File: src/rtl/apb3_master_bridge.sv
// Single-outstanding APB3 master: valid/ready request -> SETUP/ACCESS transfer -> valid/ready response.
// An ACCESS phase that waits too long on PREADY is aborted with a timeout error response.
module apb3_master_bridge #(
  parameter int unsigned TIMEOUT_CYCLES = 16,
  parameter logic [31:0] ERR_RDATA      = 32'hDEADBEEF
) (
  input  logic        PCLK,
  input  logic        PRESETn,
  input  logic        req_valid,
  output logic        req_ready,
  input  logic        req_write,
  input  logic [31:0] req_addr,
  input  logic [31:0] req_wdata,
  output logic        rsp_valid,
  input  logic        rsp_ready,
  output logic [31:0] rsp_rdata,
  output logic        rsp_err,
  output logic        rsp_timeout,
  output logic        PSEL,
  output logic        PENABLE,
  output logic [31:0] PADDR,
  output logic        PWRITE,
  output logic [31:0] PWDATA,
  input  logic [31:0] PRDATA,
  input  logic        PREADY,
  input  logic        PSLVERR
);

  localparam int CW = (TIMEOUT_CYCLES > 1) ? $clog2(TIMEOUT_CYCLES) : 1;

  typedef enum logic [1:0] {IDLE, SETUP, ACCESS, RESP} state_t;

  state_t          state_reg, state_next;
  logic [CW-1:0]   wait_reg, wait_next;
  logic            psel_reg, psel_next;
  logic            penable_reg, penable_next;
  logic [31:0]     paddr_reg, paddr_next;
  logic            pwrite_reg, pwrite_next;
  logic [31:0]     pwdata_reg, pwdata_next;
  logic            rsp_valid_reg, rsp_valid_next;
  logic [31:0]     rsp_rdata_reg, rsp_rdata_next;
  logic            rsp_err_reg, rsp_err_next;
  logic            rsp_timeout_reg, rsp_timeout_next;
  logic            timeout_hit;

  // With TIMEOUT_CYCLES == 0 the compare is masked off and the counter only saturates.
  assign timeout_hit = (TIMEOUT_CYCLES != 0) && (32'(wait_reg) == TIMEOUT_CYCLES - 1);

  always_comb begin
    state_next       = state_reg;
    wait_next        = wait_reg;
    psel_next        = psel_reg;
    penable_next     = penable_reg;
    paddr_next       = paddr_reg;
    pwrite_next      = pwrite_reg;
    pwdata_next      = pwdata_reg;
    rsp_valid_next   = rsp_valid_reg;
    rsp_rdata_next   = rsp_rdata_reg;
    rsp_err_next     = rsp_err_reg;
    rsp_timeout_next = rsp_timeout_reg;
    case (state_reg)
      IDLE: begin
        if (req_valid) begin
          paddr_next   = {req_addr[31:2], 2'b00};
          pwrite_next  = req_write;
          pwdata_next  = req_write ? req_wdata : 32'h0;
          psel_next    = 1'b1;
          penable_next = 1'b0;
          state_next   = SETUP;
        end
      end
      SETUP: begin
        penable_next = 1'b1;
        wait_next    = '0;
        state_next   = ACCESS;
      end
      ACCESS: begin
        if (PREADY) begin
          rsp_rdata_next   = pwrite_reg ? 32'h0 : PRDATA;
          rsp_err_next     = PSLVERR;
          rsp_timeout_next = 1'b0;
          rsp_valid_next   = 1'b1;
          psel_next        = 1'b0;
          penable_next     = 1'b0;
          state_next       = RESP;
        end else if (timeout_hit) begin
          rsp_rdata_next   = ERR_RDATA;
          rsp_err_next     = 1'b1;
          rsp_timeout_next = 1'b1;
          rsp_valid_next   = 1'b1;
          psel_next        = 1'b0;
          penable_next     = 1'b0;
          state_next       = RESP;
        end else if (wait_reg != '1) begin
          wait_next = wait_reg + CW'(1);
        end
      end
      RESP: begin
        if (rsp_ready) begin
          rsp_valid_next = 1'b0;
          state_next     = IDLE;
        end
      end
      default: state_next = IDLE;
    endcase
  end

  always_ff @(posedge PCLK or negedge PRESETn) begin
    if (!PRESETn) begin
      state_reg       <= IDLE;
      wait_reg        <= '0;
      psel_reg        <= 1'b0;
      penable_reg     <= 1'b0;
      paddr_reg       <= 32'h0;
      pwrite_reg      <= 1'b0;
      pwdata_reg      <= 32'h0;
      rsp_valid_reg   <= 1'b0;
      rsp_rdata_reg   <= 32'h0;
      rsp_err_reg     <= 1'b0;
      rsp_timeout_reg <= 1'b0;
    end else begin
      state_reg       <= state_next;
      wait_reg        <= wait_next;
      psel_reg        <= psel_next;
      penable_reg     <= penable_next;
      paddr_reg       <= paddr_next;
      pwrite_reg      <= pwrite_next;
      pwdata_reg      <= pwdata_next;
      rsp_valid_reg   <= rsp_valid_next;
      rsp_rdata_reg   <= rsp_rdata_next;
      rsp_err_reg     <= rsp_err_next;
      rsp_timeout_reg <= rsp_timeout_next;
    end
  end

  assign req_ready   = (state_reg == IDLE);
  assign rsp_valid   = rsp_valid_reg;
  assign rsp_rdata   = rsp_rdata_reg;
  assign rsp_err     = rsp_err_reg;
  assign rsp_timeout = rsp_timeout_reg;
  assign PSEL        = psel_reg;
  assign PENABLE     = penable_reg;
  assign PADDR       = paddr_reg;
  assign PWRITE      = pwrite_reg;
  assign PWDATA      = pwdata_reg;

endmodule

File: config.mk
export PLATFORM = sky130hd
export DESIGN_NAME = apb3_master_bridge
export DESIGN_NICKNAME = d
export VERILOG_FILES = /design/src/rtl/apb3_master_bridge.sv
export SDC_FILE = /design/constraint.sdc
export NUM_CORES = 1
export LEC_CHECK = 0
export ABC_CLOCK_PERIOD_IN_PS = 2100
export CORE_ASPECT_RATIO = 2
export CORE_MARGIN = 2
export CORE_UTILIZATION = 41
export DETAILED_ROUTE_END_ITERATION = 16
export PLACE_DENSITY = 0.8
export SYNTH_ARGS = -nofsm -noshare
export SYNTH_HDL_FRONTEND = slang
export SYNTH_SLANG_ARGS = --single-unit
File: constraint.sdc
create_clock -name PCLK -period 2.1 [get_ports PCLK]
set_clock_uncertainty 0.1 [all_clocks]
set_input_delay 0.21 -clock PCLK [delete_from_list [all_inputs] [get_ports PCLK]]
set_output_delay 0.21 -clock PCLK [all_outputs]
set_load 0.01 [all_outputs]
Yosys cells after proc, flatten, opt, wreduce, memory -nomap -nowiden
Cells that the tools add are included.
{ "classes": {"n_addsub": 1, "n_reduce_logical": 13, "mux": 25, "n_eq_ne": 11} }
{ "ops": {"columns": ["cell", "n"], "rows": [
  ["2-to-1 mux 32 bit", 4],
  ["2-to-1 mux 4 bit", 3],
  ["AND reduction 3 bit", 4],
  ["inequality test 2 bit (second input constant)", 5],
  ["2-to-1 mux 1 bit", 9],
  ["2-to-1 mux 2 bit", 4],
  ["one-hot mux 2 bit (4 select lines)", 1],
  ["one-hot mux 4 bit (2 select lines)", 1],
  ["nonzero test 2 bit", 4],
  ["adder 4 x 1 -> 4 bit (second input constant)", 1],
  ["== test 2 bit (second input constant)", 2],
  ["== test 4 bit (second input constant)", 1],
  ["inequality test 4 bit (second input constant)", 1],
  ["one-hot mux 1 bit (2 select lines)", 2],
  ["AND reduction 2 bit", 2],
  ["AND reduction 4 bit", 1],
  ["inequality test 3 bit (second input constant)", 1],
  ["one-hot mux 1 bit (3 select lines)", 1],
  ["nonzero test 3 bit", 1],
  ["== test 2 x 1 -> 1 bit (second input constant)", 1],
  ["logical NOT 2 bit", 1]
]} }
{ "word_totals": {"output_inout_bits": 103, "reg_bits": 106, "elab_cells": 61, "inputBits": 103} }

Longest topological paths before layout
Gate-level depths: netlist (run 1).
{ "depth": {"word_depth": 5, "ltp_mapped": 7} }

Worst setup path after synthesis (run 1)
OpenSTA, ideal clock, no wires.
{ "synth_path": {"path_kind": "reg-to-reg", "startpoint": "reg state_reg[0]", "endpoint": "reg state_reg[1]", "path_stages_with_launch": 6, "period_less_slack_ns": 1.827, "t_arrival_ns": 1.600, "path_slack_ns": 0.273, "setup_ns": 0.127, "path_cell_list": "dfrtp_1 > inv_1 > ha_1 > nor2b_1 > a222oi_1 > mux2_1"} }
{ "synth_between": {"elab_chain_len": 3} }
{ "synth_lines": {"columns": ["element", "line", "rtl"], "rows": [
  ["start: declaration", "33", "state_t state_reg, state_next;"],
  ["start signal: assignment", "122", "state_reg <= state_next;"],
  ["== test 2 bit / logical NOT 2 bit (equally long branches)", "61", "case (state_reg)"],
  ["inequality test 3 bit (no line) / inequality test 2 bit (equally long branches)", null, null],
  ["AND reduction 3 bit (no line)", null, null]
]} }
Several ways; a longest one is shown, not always the timed one.
A chain may end at the register's enable or synchronous reset.

Final worst setup path (run 1)
Same ends and word-level chain as after synthesis.

==> results of run 1 <==
==> report_power, final <==
group | switching (mW) | internal (mW)
Clock | 0.733 | 0.881
Sequential | 0.544 | 2.98
Combinational | 1.87 | 2.65
==> repair_timing <==
action	in CTS	in global routing
endpoints found under the hold margin	35	0
cloned	0	0
gates resized for setup	1	1
hold buffers	1	0
endpoints found under the setup margin	1	1
setup buffers	0	0
==> worst max-delay path, delay by kind of cell, from the launching register on <==
| kind | cells | cell delay [ns] |
|---|---|---|
| AOI/OAI and AO/OA | 1 | 0.43 |
| adders and majority gates | 1 | 0.21 |
| buffers and inverters | 1 | 0.10 |
| DFF | 1 | 0.38 |
| muxes | 1 | 0.36 |
| and+or+nand+nor | 1 | 0.14 |
==> layout make-up <==
type	count	share of cell area, %
Clock buffer	12	3.72
Clock inverter	4	0.508
Inverter	8	0.435
Multi-Input combinational cell	234	22.8
Sequential cell	106	38.4
Tap cell	137	2.48
Timing Repair Buffer	218	31.6
==> worst max-delay path by stage <==
stage	startpoint	to
CTS	state_reg[0]$_DFFE_PN0P_	req_ready
detailed placement	state_reg[0]$_DFFE_PN0P_	PWDATA[9]$_DFFE_PN0P_
global placement	req_valid	state_reg[1]$_DFFE_PN0P_
global route	state_reg[0]$_DFFE_PN0P_	rsp_rdata[4]$_DFFE_PN0P_
finish	state_reg[0]$_DFFE_PN0P_	state_reg[1]$_DFFE_PN0P_
floorplan	state_reg[0]$_DFFE_PN0P_	state_reg[1]$_DFFE_PN0P_
==> synth_stat cells (all sizes together) <==
library cell  count
a21oi             2
o211ai            4
a31oi             3
o21ai            34
a22o              9
nor2b            26
o311ai            2
ha                6
a221oi            1
mux2i             2
nand2            68
nor3b             1
conb              1
a2bb2oi           1
a222oi            1
nand3             3
nor2              3
and4              1
o22a             23
inv               8
dfrtp           106
and3              1
buf              17
o22ai             1
o21a              3
and3b             1
mux2             33
clkbuf            9
nand2b            3
==> kinds of logic (layout without fill, tap and decap cells) <==
group / Yosys count / count (layout)
AO/OA/AOI/OAI: 84 / 84
buffers and inverters: 34 / 242
multiplexers: 35 / 35
flip-flops: 106 / 106
AND/OR/NAND/NOR: 107 / 107
adder cells (fa/ha/maj): 6 / 6
other: 1 / 2
==> through the flow <==
step	setup WS [ns]	cells	hold WS (ns)
2_1_floorplan	0.273	374	-0.186
3_3_place_gp	0.328	702	0.102
5_1_grt	0.137	719	0.314
3_5_place_dp	0.241	702	0.110
4_1_cts	0.0223	719	0.287
6_report	0.266	719	0.281
==> metal layers <==
layer	wire [um]	part of all wire, %
met1	4040	35
met4	378	3.2
met2	6550	56
met5	0	0
met3	691	5.9
==> impl_results.html, run 1 <==
<table>
<tr><th>Metric</th><th>Value</th></tr>
<tr><th colspan="2">Status</th></tr>
<tr><td>Status</td><td>finished, final reports clean</td></tr>
<tr><th colspan="2">Layout</th></tr>
<tr><td>Total non-filler cell area in the finished layout</td><td>6900 um2</td></tr>
<tr><td>Layout net count</td><td>686</td></tr>
<tr><td>Commonest cells after routing, fill and taps aside</td><td>sky130_fd_sc_hd__clkdlybuf4s50_1, sky130_fd_sc_hd__dfrtp_1, sky130_fd_sc_hd__nand2_1, sky130_fd_sc_hd__nor2b_1, sky130_fd_sc_hd__o22a_1</td></tr>
<tr><td>Most common cell after layout, fill and taps aside</td><td>sky130_fd_sc_hd__clkdlybuf4s50_1</td></tr>
<tr><td>Filler Cell Count</td><td>865</td></tr>
<tr><td>Core utilization of the finished layout</td><td>65.9%</td></tr>
<tr><td>Signed area change from the synthesized netlist to the final layout</td><td>57.5%</td></tr>
<tr><td>Antenna cell count</td><td>0</td></tr>
<tr><td>Multi-input gate area</td><td>1580 um2</td></tr>
<tr><td>Area taken by flip-flops and latches</td><td>2650 um2</td></tr>
<tr><td>Share of cells above drive strength 1</td><td>10.1%</td></tr>
<tr><th colspan="2">Route</th></tr>
<tr><td>DRT antenna net count</td><td>0</td></tr>
<tr><td>Vias per cell</td><td>5.00</td></tr>
<tr><td>Wire length after detailed routing</td><td>11700 um</td></tr>
<tr><td>Average wire length per cell after detail routing</td><td>16.2 um</td></tr>
<tr><td>Number of search-and-repair iterations in the first detailed-routing pass</td><td>4</td></tr>
<tr><td>Vias post-DR</td><td>3596</td></tr>
<tr><td>Number of design-rule violations left by the first detailed-router iteration</td><td>152</td></tr>
<tr><td>Drc violations</td><td>0</td></tr>
<tr><th colspan="2">Synth</th></tr>
<tr><td>Area leader, netlist</td><td>sky130_fd_sc_hd__dfrtp_1</td></tr>
<tr><td>Number of synthesis warnings</td><td>0</td></tr>
<tr><td>Simple-gate area share of the yosys netlist</td><td>11.4%</td></tr>
<tr><td>Flip-flop and latch count after synthesis</td><td>106</td></tr>
<tr><td>Main combinational cell family by area after synthesis</td><td>compound AO/OA/AOI/OAI gates</td></tr>
<tr><td>Area fraction in compound gates after synthesis</td><td>13.5%</td></tr>
<tr><td>Largest cells by area after synthesis</td><td>sky130_fd_sc_hd__dfrtp_1, sky130_fd_sc_hd__nand2_1, sky130_fd_sc_hd__mux2_2</td></tr>
<tr><td>Mean post-synth cell area</td><td>11.7 um2</td></tr>
<tr><td>Number of cells produced by synthesis</td><td>373</td></tr>
<tr><td>Parity-gate share of the synthesized area counting xor and xnor cells</td><td>0%</td></tr>
<tr><td>Post-synthesis sequential area ratio</td><td>60.5%</td></tr>
<tr><td>Area fraction of the dominant cell type after synthesis</td><td>60.5%</td></tr>
<tr><td>Synthesized area</td><td>4380 um2</td></tr>
<tr><td>Adder and majority cell fraction of the synthesized area</td><td>1.71%</td></tr>
<tr><td>Multiplexer area fraction after synthesis</td><td>8.94%</td></tr>
<tr><td>Count of distinct cell types in the synthesized netlist</td><td>37</td></tr>
<tr><th colspan="2">GRT</th></tr>
<tr><td>Met1 track utilization from global routing</td><td>21.0%</td></tr>
<tr><td>Met3 Use GR</td><td>5.22%</td></tr>
<tr><td>Global-route usage over all layers</td><td>20.6%</td></tr>
<tr><td>First-pass GRT wire length</td><td>18700 um</td></tr>
<tr><td>Gr busiest metal</td><td>met2</td></tr>
<tr><td>Number of antenna violations at the first check in global routing</td><td>0</td></tr>
<tr><td>Pin count of the biggest net entering global routing</td><td>43</td></tr>
<tr><td>Met2 track demand over resource in global routing</td><td>39.1%</td></tr>
<tr><td>Number of global-route vias before repair</td><td>3776</td></tr>
<tr><td>Congestion Overflow GR</td><td>0</td></tr>
<tr><th colspan="2">Worst hold path</th></tr>
<tr><td>Worst Hold Class</td><td>in2async</td></tr>
<tr><th colspan="2">Floorplanning</th></tr>
<tr><td>Width of the die</td><td>77.1 um</td></tr>
<tr><td>Core area</td><td>10500 um2</td></tr>
<tr><td>Std cell rows</td><td>53</td></tr>
<tr><td>I/O Pins</td><td>206</td></tr>
<tr><td>Chip Height</td><td>150 um</td></tr>
<tr><td>Initial Utilization</td><td>41.8%</td></tr>
<tr><td>Die ar.</td><td>11600 um2</td></tr>
<tr><th colspan="2">Timing</th></tr>
<tr><td>Final critical delay including setup and external delays</td><td>1.83 ns</td></tr>
<tr><td>Worst-Margin Slew</td><td>0.552 ns</td></tr>
<tr><td>Setup repair after global routing missed its margin</td><td>no</td></tr>
<tr><td>Setup Total Neg Slack</td><td>0 ns</td></tr>
<tr><td>Final-report setup violation count</td><td>0</td></tr>
<tr><td>Worst slew slack as a fraction of its limit</td><td>63.1%</td></tr>
<tr><td>Final period util</td><td>87.3%</td></tr>
<tr><td>Fin. Hold Viols</td><td>0</td></tr>
<tr><td>Max Fclk</td><td>545 MHz</td></tr>
<tr><td>Number of slew-limit violations in the final report</td><td>0</td></tr>
<tr><th colspan="2">Power and ir drop</th></tr>
<tr><td>Final Total Pwr</td><td>9.67 mW</td></tr>
<tr><td>PD cells</td><td>1400 nW/um2</td></tr>
<tr><td>Leak pwr</td><td>2.96 nW</td></tr>
<tr><td>Highest ir drop seen on vdd</td><td>0.783 mV</td></tr>
<tr><th colspan="2">Setup path</th></tr>
<tr><td>Element type at the critical path end</td><td>flip-flop</td></tr>
<tr><td>Critical R2R Capture</td><td>state_reg[1]$_DFFE_PN0P_</td></tr>
<tr><td>Type of the setup path with the least slack</td><td>reg2reg</td></tr>
<tr><td>Crit start category</td><td>flip-flop</td></tr>
<tr><td>Arrival time of the worst setup path</td><td>1.95 ns</td></tr>
<tr><td>Number of cells traversed by the worst register-to-register path</td><td>5</td></tr>
<tr><td>Flop2flop setup slack</td><td>0.27 ns</td></tr>
<tr><td>Cell at the slowest stage of the critical path</td><td>sky130_fd_sc_hd__a222oi_1</td></tr>
<tr><td>Worst R2R Start</td><td>state_reg[0]$_DFFE_PN0P_</td></tr>
<tr><td>Cell breakdown of the critical path</td><td>inv_1, ha_1, nor2b_1, a222oi_1, mux2_1</td></tr>
<tr><td>Worst stage delay on the critical path</td><td>0.43 ns</td></tr>
<tr><td>Required time at the endpoint of the critical path</td><td>2.21 ns</td></tr>
<tr><td>Biggest fanout along the worst timing path</td><td>4</td></tr>
<tr><th colspan="2">Place</th></tr>
<tr><td>Number of buffers inserted by port buffering</td><td>201</td></tr>
<tr><td>Placement Cell Area</td><td>6600 um2</td></tr>
<tr><td>Routability congestion estimate</td><td>0.800</td></tr>
<tr><td>Dpl hpwl</td><td>9010 um</td></tr>
<tr><th colspan="2">Flow run</th></tr>
<tr><td>MaxCap Viol Count</td><td>0</td></tr>
<tr><th colspan="2">CTS</th></tr>
<tr><td>Number of buffers on the longest clock path</td><td>2</td></tr>
<tr><td>Number of clock sinks</td><td>106</td></tr>
<tr><td>TritonCTS Buffers</td><td>9</td></tr>
<tr><td>Clock root buffer</td><td>sky130_fd_sc_hd__clkbuf_16</td></tr>
<tr><td>Clock slew seen by the registers of the worst setup and hold paths</td><td>0.07 ns</td></tr>
<tr><td>Clock tree from TritonCTS</td><td>yes</td></tr>
<tr><td>Latest clock arrival within the worst-skew pair</td><td>0.33 ns</td></tr>
<tr><td>Maximum level of the CTS H-tree</td><td>3</td></tr>
</table>
Power figures use the tool's default switching activity.
==> inputs of run 2 (changes only) <==
- REMOVE_ABC_BUFFERS: unset -> 1
==> run 2 against run 1 <==
Global-route usage is 0.49 points higher. Maximum frequency decreased by 8.8%. Via count rose by 0.39%. Design area down 0.22%. Combinational power about the same. Clock power increased by 7%. Power grew 0.93%. Critical path depth fell by 2. Largest cell class unchanged. Count of clock-buffer cells in the layout is 2 lower. Die area is the same.
==> impl_results.html, run 2 (synthesized netlist as in run 1, its figures left out) <==
<table>
<tr><th>Metric</th><th>Value</th></tr>
<tr><th colspan="2">CTS</th></tr>
<tr><td>Clock root buffer</td><td>sky130_fd_sc_hd__clkbuf_16</td></tr>
<tr><td>Latest clock arrival within the worst-skew pair</td><td>0.34 ns</td></tr>
<tr><td>Clock slew seen by the registers of the worst setup and hold paths</td><td>0.08 ns</td></tr>
<tr><td>Clock tree from TritonCTS</td><td>yes</td></tr>
<tr><td>Maximum level of the CTS H-tree</td><td>3</td></tr>
<tr><td>Number of clock sinks</td><td>106</td></tr>
<tr><td>TritonCTS Buffers</td><td>9</td></tr>
<tr><td>Number of buffers on the longest clock path</td><td>2</td></tr>
<tr><th colspan="2">Floorplanning</th></tr>
<tr><td>Die ar.</td><td>11600 um2</td></tr>
<tr><td>I/O Pins</td><td>206</td></tr>
<tr><td>Chip Height</td><td>150 um</td></tr>
<tr><td>Width of the die</td><td>77.1 um</td></tr>
<tr><td>Core area</td><td>10500 um2</td></tr>
<tr><td>Std cell rows</td><td>53</td></tr>
<tr><td>Initial Utilization</td><td>41.8%</td></tr>
<tr><th colspan="2">Setup path</th></tr>
<tr><td>Biggest fanout along the worst timing path</td><td>6</td></tr>
<tr><td>Required time at the endpoint of the critical path</td><td>1.79 ns</td></tr>
<tr><td>Arrival time of the worst setup path</td><td>1.70 ns</td></tr>
<tr><td>Cell breakdown of the critical path</td><td>inv_1, ha_2, clkdlybuf4s50_1</td></tr>
<tr><td>Type of the setup path with the least slack</td><td>reg2out</td></tr>
<tr><td>Element type at the critical path end</td><td>output pin</td></tr>
<tr><td>Cell at the slowest stage of the critical path</td><td>sky130_fd_sc_hd__clkdlybuf4s50_1</td></tr>
<tr><td>Crit start category</td><td>flip-flop</td></tr>
<tr><td>Worst stage delay on the critical path</td><td>0.56 ns</td></tr>
<tr><th colspan="2">Layout</th></tr>
<tr><td>Commonest cells after routing, fill and taps aside</td><td>sky130_fd_sc_hd__clkdlybuf4s50_1, sky130_fd_sc_hd__dfrtp_1, sky130_fd_sc_hd__nand2_1, sky130_fd_sc_hd__nor2b_1, sky130_fd_sc_hd__o22a_1</td></tr>
<tr><td>Filler Cell Count</td><td>841</td></tr>
<tr><td>Most common cell after layout, fill and taps aside</td><td>sky130_fd_sc_hd__clkdlybuf4s50_1</td></tr>
<tr><td>Core utilization of the finished layout</td><td>65.7%</td></tr>
<tr><td>Antenna cell count</td><td>0</td></tr>
<tr><td>Share of cells above drive strength 1</td><td>9.69%</td></tr>
<tr><td>Total non-filler cell area in the finished layout</td><td>6890 um2</td></tr>
<tr><td>Layout net count</td><td>682</td></tr>
<tr><td>Signed area change from the synthesized netlist to the final layout</td><td>57.2%</td></tr>
<tr><td>Number of non-filler instances in the completed layout</td><td>715</td></tr>
<tr><th colspan="2">Power and ir drop</th></tr>
<tr><td>Internal</td><td>6.59 mW</td></tr>
<tr><td>Switching part of the total</td><td>32.5%</td></tr>
<tr><td>Leak pwr</td><td>2.94 nW</td></tr>
<tr><td>PD cells</td><td>1420 nW/um2</td></tr>
<tr><td>Final Total Pwr</td><td>9.76 mW</td></tr>
<tr><td>Highest ir drop seen on vdd</td><td>0.746 mV</td></tr>
<tr><td>Portion of total power attributed to the clock network</td><td>17.7%</td></tr>
<tr><td>Combinational fraction of design power</td><td>46.3%</td></tr>
<tr><td>Net switching power</td><td>3.17 mW</td></tr>
<tr><td>Portion of total power attributed to sequential cells</td><td>36.0%</td></tr>
<tr><th colspan="2">Timing</th></tr>
<tr><td>Setup repair after global routing missed its margin</td><td>no</td></tr>
<tr><td>Final period util</td><td>95.8%</td></tr>
<tr><td>Worst-Margin Slew</td><td>0.543 ns</td></tr>
<tr><td>Minimum hold slack</td><td>0.279 ns</td></tr>
<tr><td>Number of slew-limit violations in the final report</td><td>0</td></tr>
<tr><td>Fin. Hold Viols</td><td>0</td></tr>
<tr><td>Final worst setup slack</td><td>0.0886 ns</td></tr>
<tr><td>Final critical delay including setup and external delays</td><td>2.01 ns</td></tr>
<tr><td>Max Fclk</td><td>497 MHz</td></tr>
<tr><td>Final-report setup violation count</td><td>0</td></tr>
<tr><td>Worst slew slack as a fraction of its limit</td><td>63.7%</td></tr>
<tr><td>Setup Total Neg Slack</td><td>0 ns</td></tr>
<tr><th colspan="2">Route</th></tr>
<tr><td>DRT antenna net count</td><td>0</td></tr>
<tr><td>Number of design-rule violations left by the first detailed-router iteration</td><td>165</td></tr>
<tr><td>Average wire length per cell after detail routing</td><td>16.9 um</td></tr>
<tr><td>Vias per cell</td><td>5.05</td></tr>
<tr><td>Number of search-and-repair iterations in the first detailed-routing pass</td><td>5</td></tr>
<tr><td>Vias post-DR</td><td>3610</td></tr>
<tr><td>Wire length after detailed routing</td><td>12100 um</td></tr>
<tr><td>Drc violations</td><td>0</td></tr>
<tr><th colspan="2">GRT</th></tr>
<tr><td>Met1 track utilization from global routing</td><td>21.4%</td></tr>
<tr><td>First-pass GRT wire length</td><td>19100 um</td></tr>
<tr><td>Number of antenna violations at the first check in global routing</td><td>0</td></tr>
<tr><td>Met2 track demand over resource in global routing</td><td>39.8%</td></tr>
<tr><td>Gr busiest metal</td><td>met2</td></tr>
<tr><td>Pin count of the biggest net entering global routing</td><td>67</td></tr>
<tr><td>Global-route usage over all layers</td><td>21.1%</td></tr>
<tr><td>Congestion Overflow GR</td><td>0</td></tr>
<tr><td>Met3 Use GR</td><td>4.62%</td></tr>
<tr><td>Number of global-route vias before repair</td><td>3813</td></tr>
<tr><th colspan="2">Place</th></tr>
<tr><td>Dpl hpwl</td><td>9230 um</td></tr>
<tr><td>Number of buffers inserted by port buffering</td><td>201</td></tr>
<tr><td>Placement Cell Area</td><td>6570 um2</td></tr>
<tr><td>Routability congestion estimate</td><td>0.834</td></tr>
<tr><td>Cell count after placement</td><td>698</td></tr>
<tr><td>Post-place setup slack</td><td>0.207 ns</td></tr>
<tr><th colspan="2">Worst hold path</th></tr>
<tr><td>Worst Hold Class</td><td>in2async</td></tr>
<tr><th colspan="2">Flow run</th></tr>
<tr><td>MaxCap Viol Count</td><td>0</td></tr>
<tr><th colspan="2">Status</th></tr>
<tr><td>Status</td><td>finished, final reports clean</td></tr>
</table>
[run 2: cell count changes in the layout (fill, tap and decap cells not counted)]
cell / previous run / this run
sky130_fd_sc_hd__buf_4: 14 / 10
sky130_fd_sc_hd__clkbuf_8: 2 / 1
sky130_fd_sc_hd__clkbuf_1: 1 / 0
sky130_fd_sc_hd__clkinv_4: 3 / 1
sky130_fd_sc_hd__bufinv_16: 0 / 1
sky130_fd_sc_hd__dlymetal6s2s_1: 1 / 0
sky130_fd_sc_hd__inv_6: 1 / 3
sky130_fd_sc_hd__clkinv_2: 0 / 1
sky130_fd_sc_hd__clkdlybuf4s50_1: 199 / 200
[run 2: routing by layer]
layer  wire, um  vias to the layer above
met5          0                        -
met4        475                        0
met3        649                       34
met2       6720                      162
met1       4240                     1732
li1           -                     1682
[run 2: critical path: cells and delay by family (launching register included)]
| kind | cells | cell delay, ns |
|---|---|---|
| buffers and inverters | 2 | 0.67 |
| DFF | 1 | 0.42 |
| adders and majority gates | 1 | 0.27 |
[run 2: area by class of cell]
type	instances	area, um2	area share, %
flip-flops and latches	106	2650	38.5
clock buffers	10	239	3.47
clock inverters	6	70.1	1.02
inverters	8	30.0	0.436
well taps	137	171	2.49
multi-input cells	234	1580	22.9
repair buffers	214	2150	31.2
[run 2: path summary, 6_finish.rpt]
kind | from | to | slack (ns) | cells after the start
max in group asynchronous | PRESETn | PADDR[25]$_DFFE_PN0P_ | 0.95 | 3
min in group PCLK | req_wdata[1] | PWDATA[1]$_DFFE_PN0P_ | 0.31 | 3
max reg2reg | state_reg[0]$_DFFE_PN0P_ | state_reg[1]$_DFFE_PN0P_ | 0.23 | 5
max | state_reg[1]$_DFFE_PN0P_ | req_ready | 0.09 | 3
min reg2reg | PWDATA[7]$_DFFE_PN0P_ | PWDATA[7]$_DFFE_PN0P_ | 0.38 | 2
min | PRESETn | rsp_err$_DFFE_PN0P_ | 0.28 | 2
[run 2: power by group through the flow]
stage	sequential [mW]	clock, mW	combinational (mW)
after global routing	3.64	1.84	4.84
after CTS	3.52	1.77	4.58
after floorplan	3.97	0	1.46
after detailed placement	3.56	0	4.56
after global placement	3.48	0	4.42
final	3.51	1.72	4.52
[run 2: repair_timing]
item,in CTS,in global routing
hold buffers,1,0
hold endpoints to repair,33,0
resized for setup,1,0
setup buffers,0,0
endpoints found under the setup margin,1,0
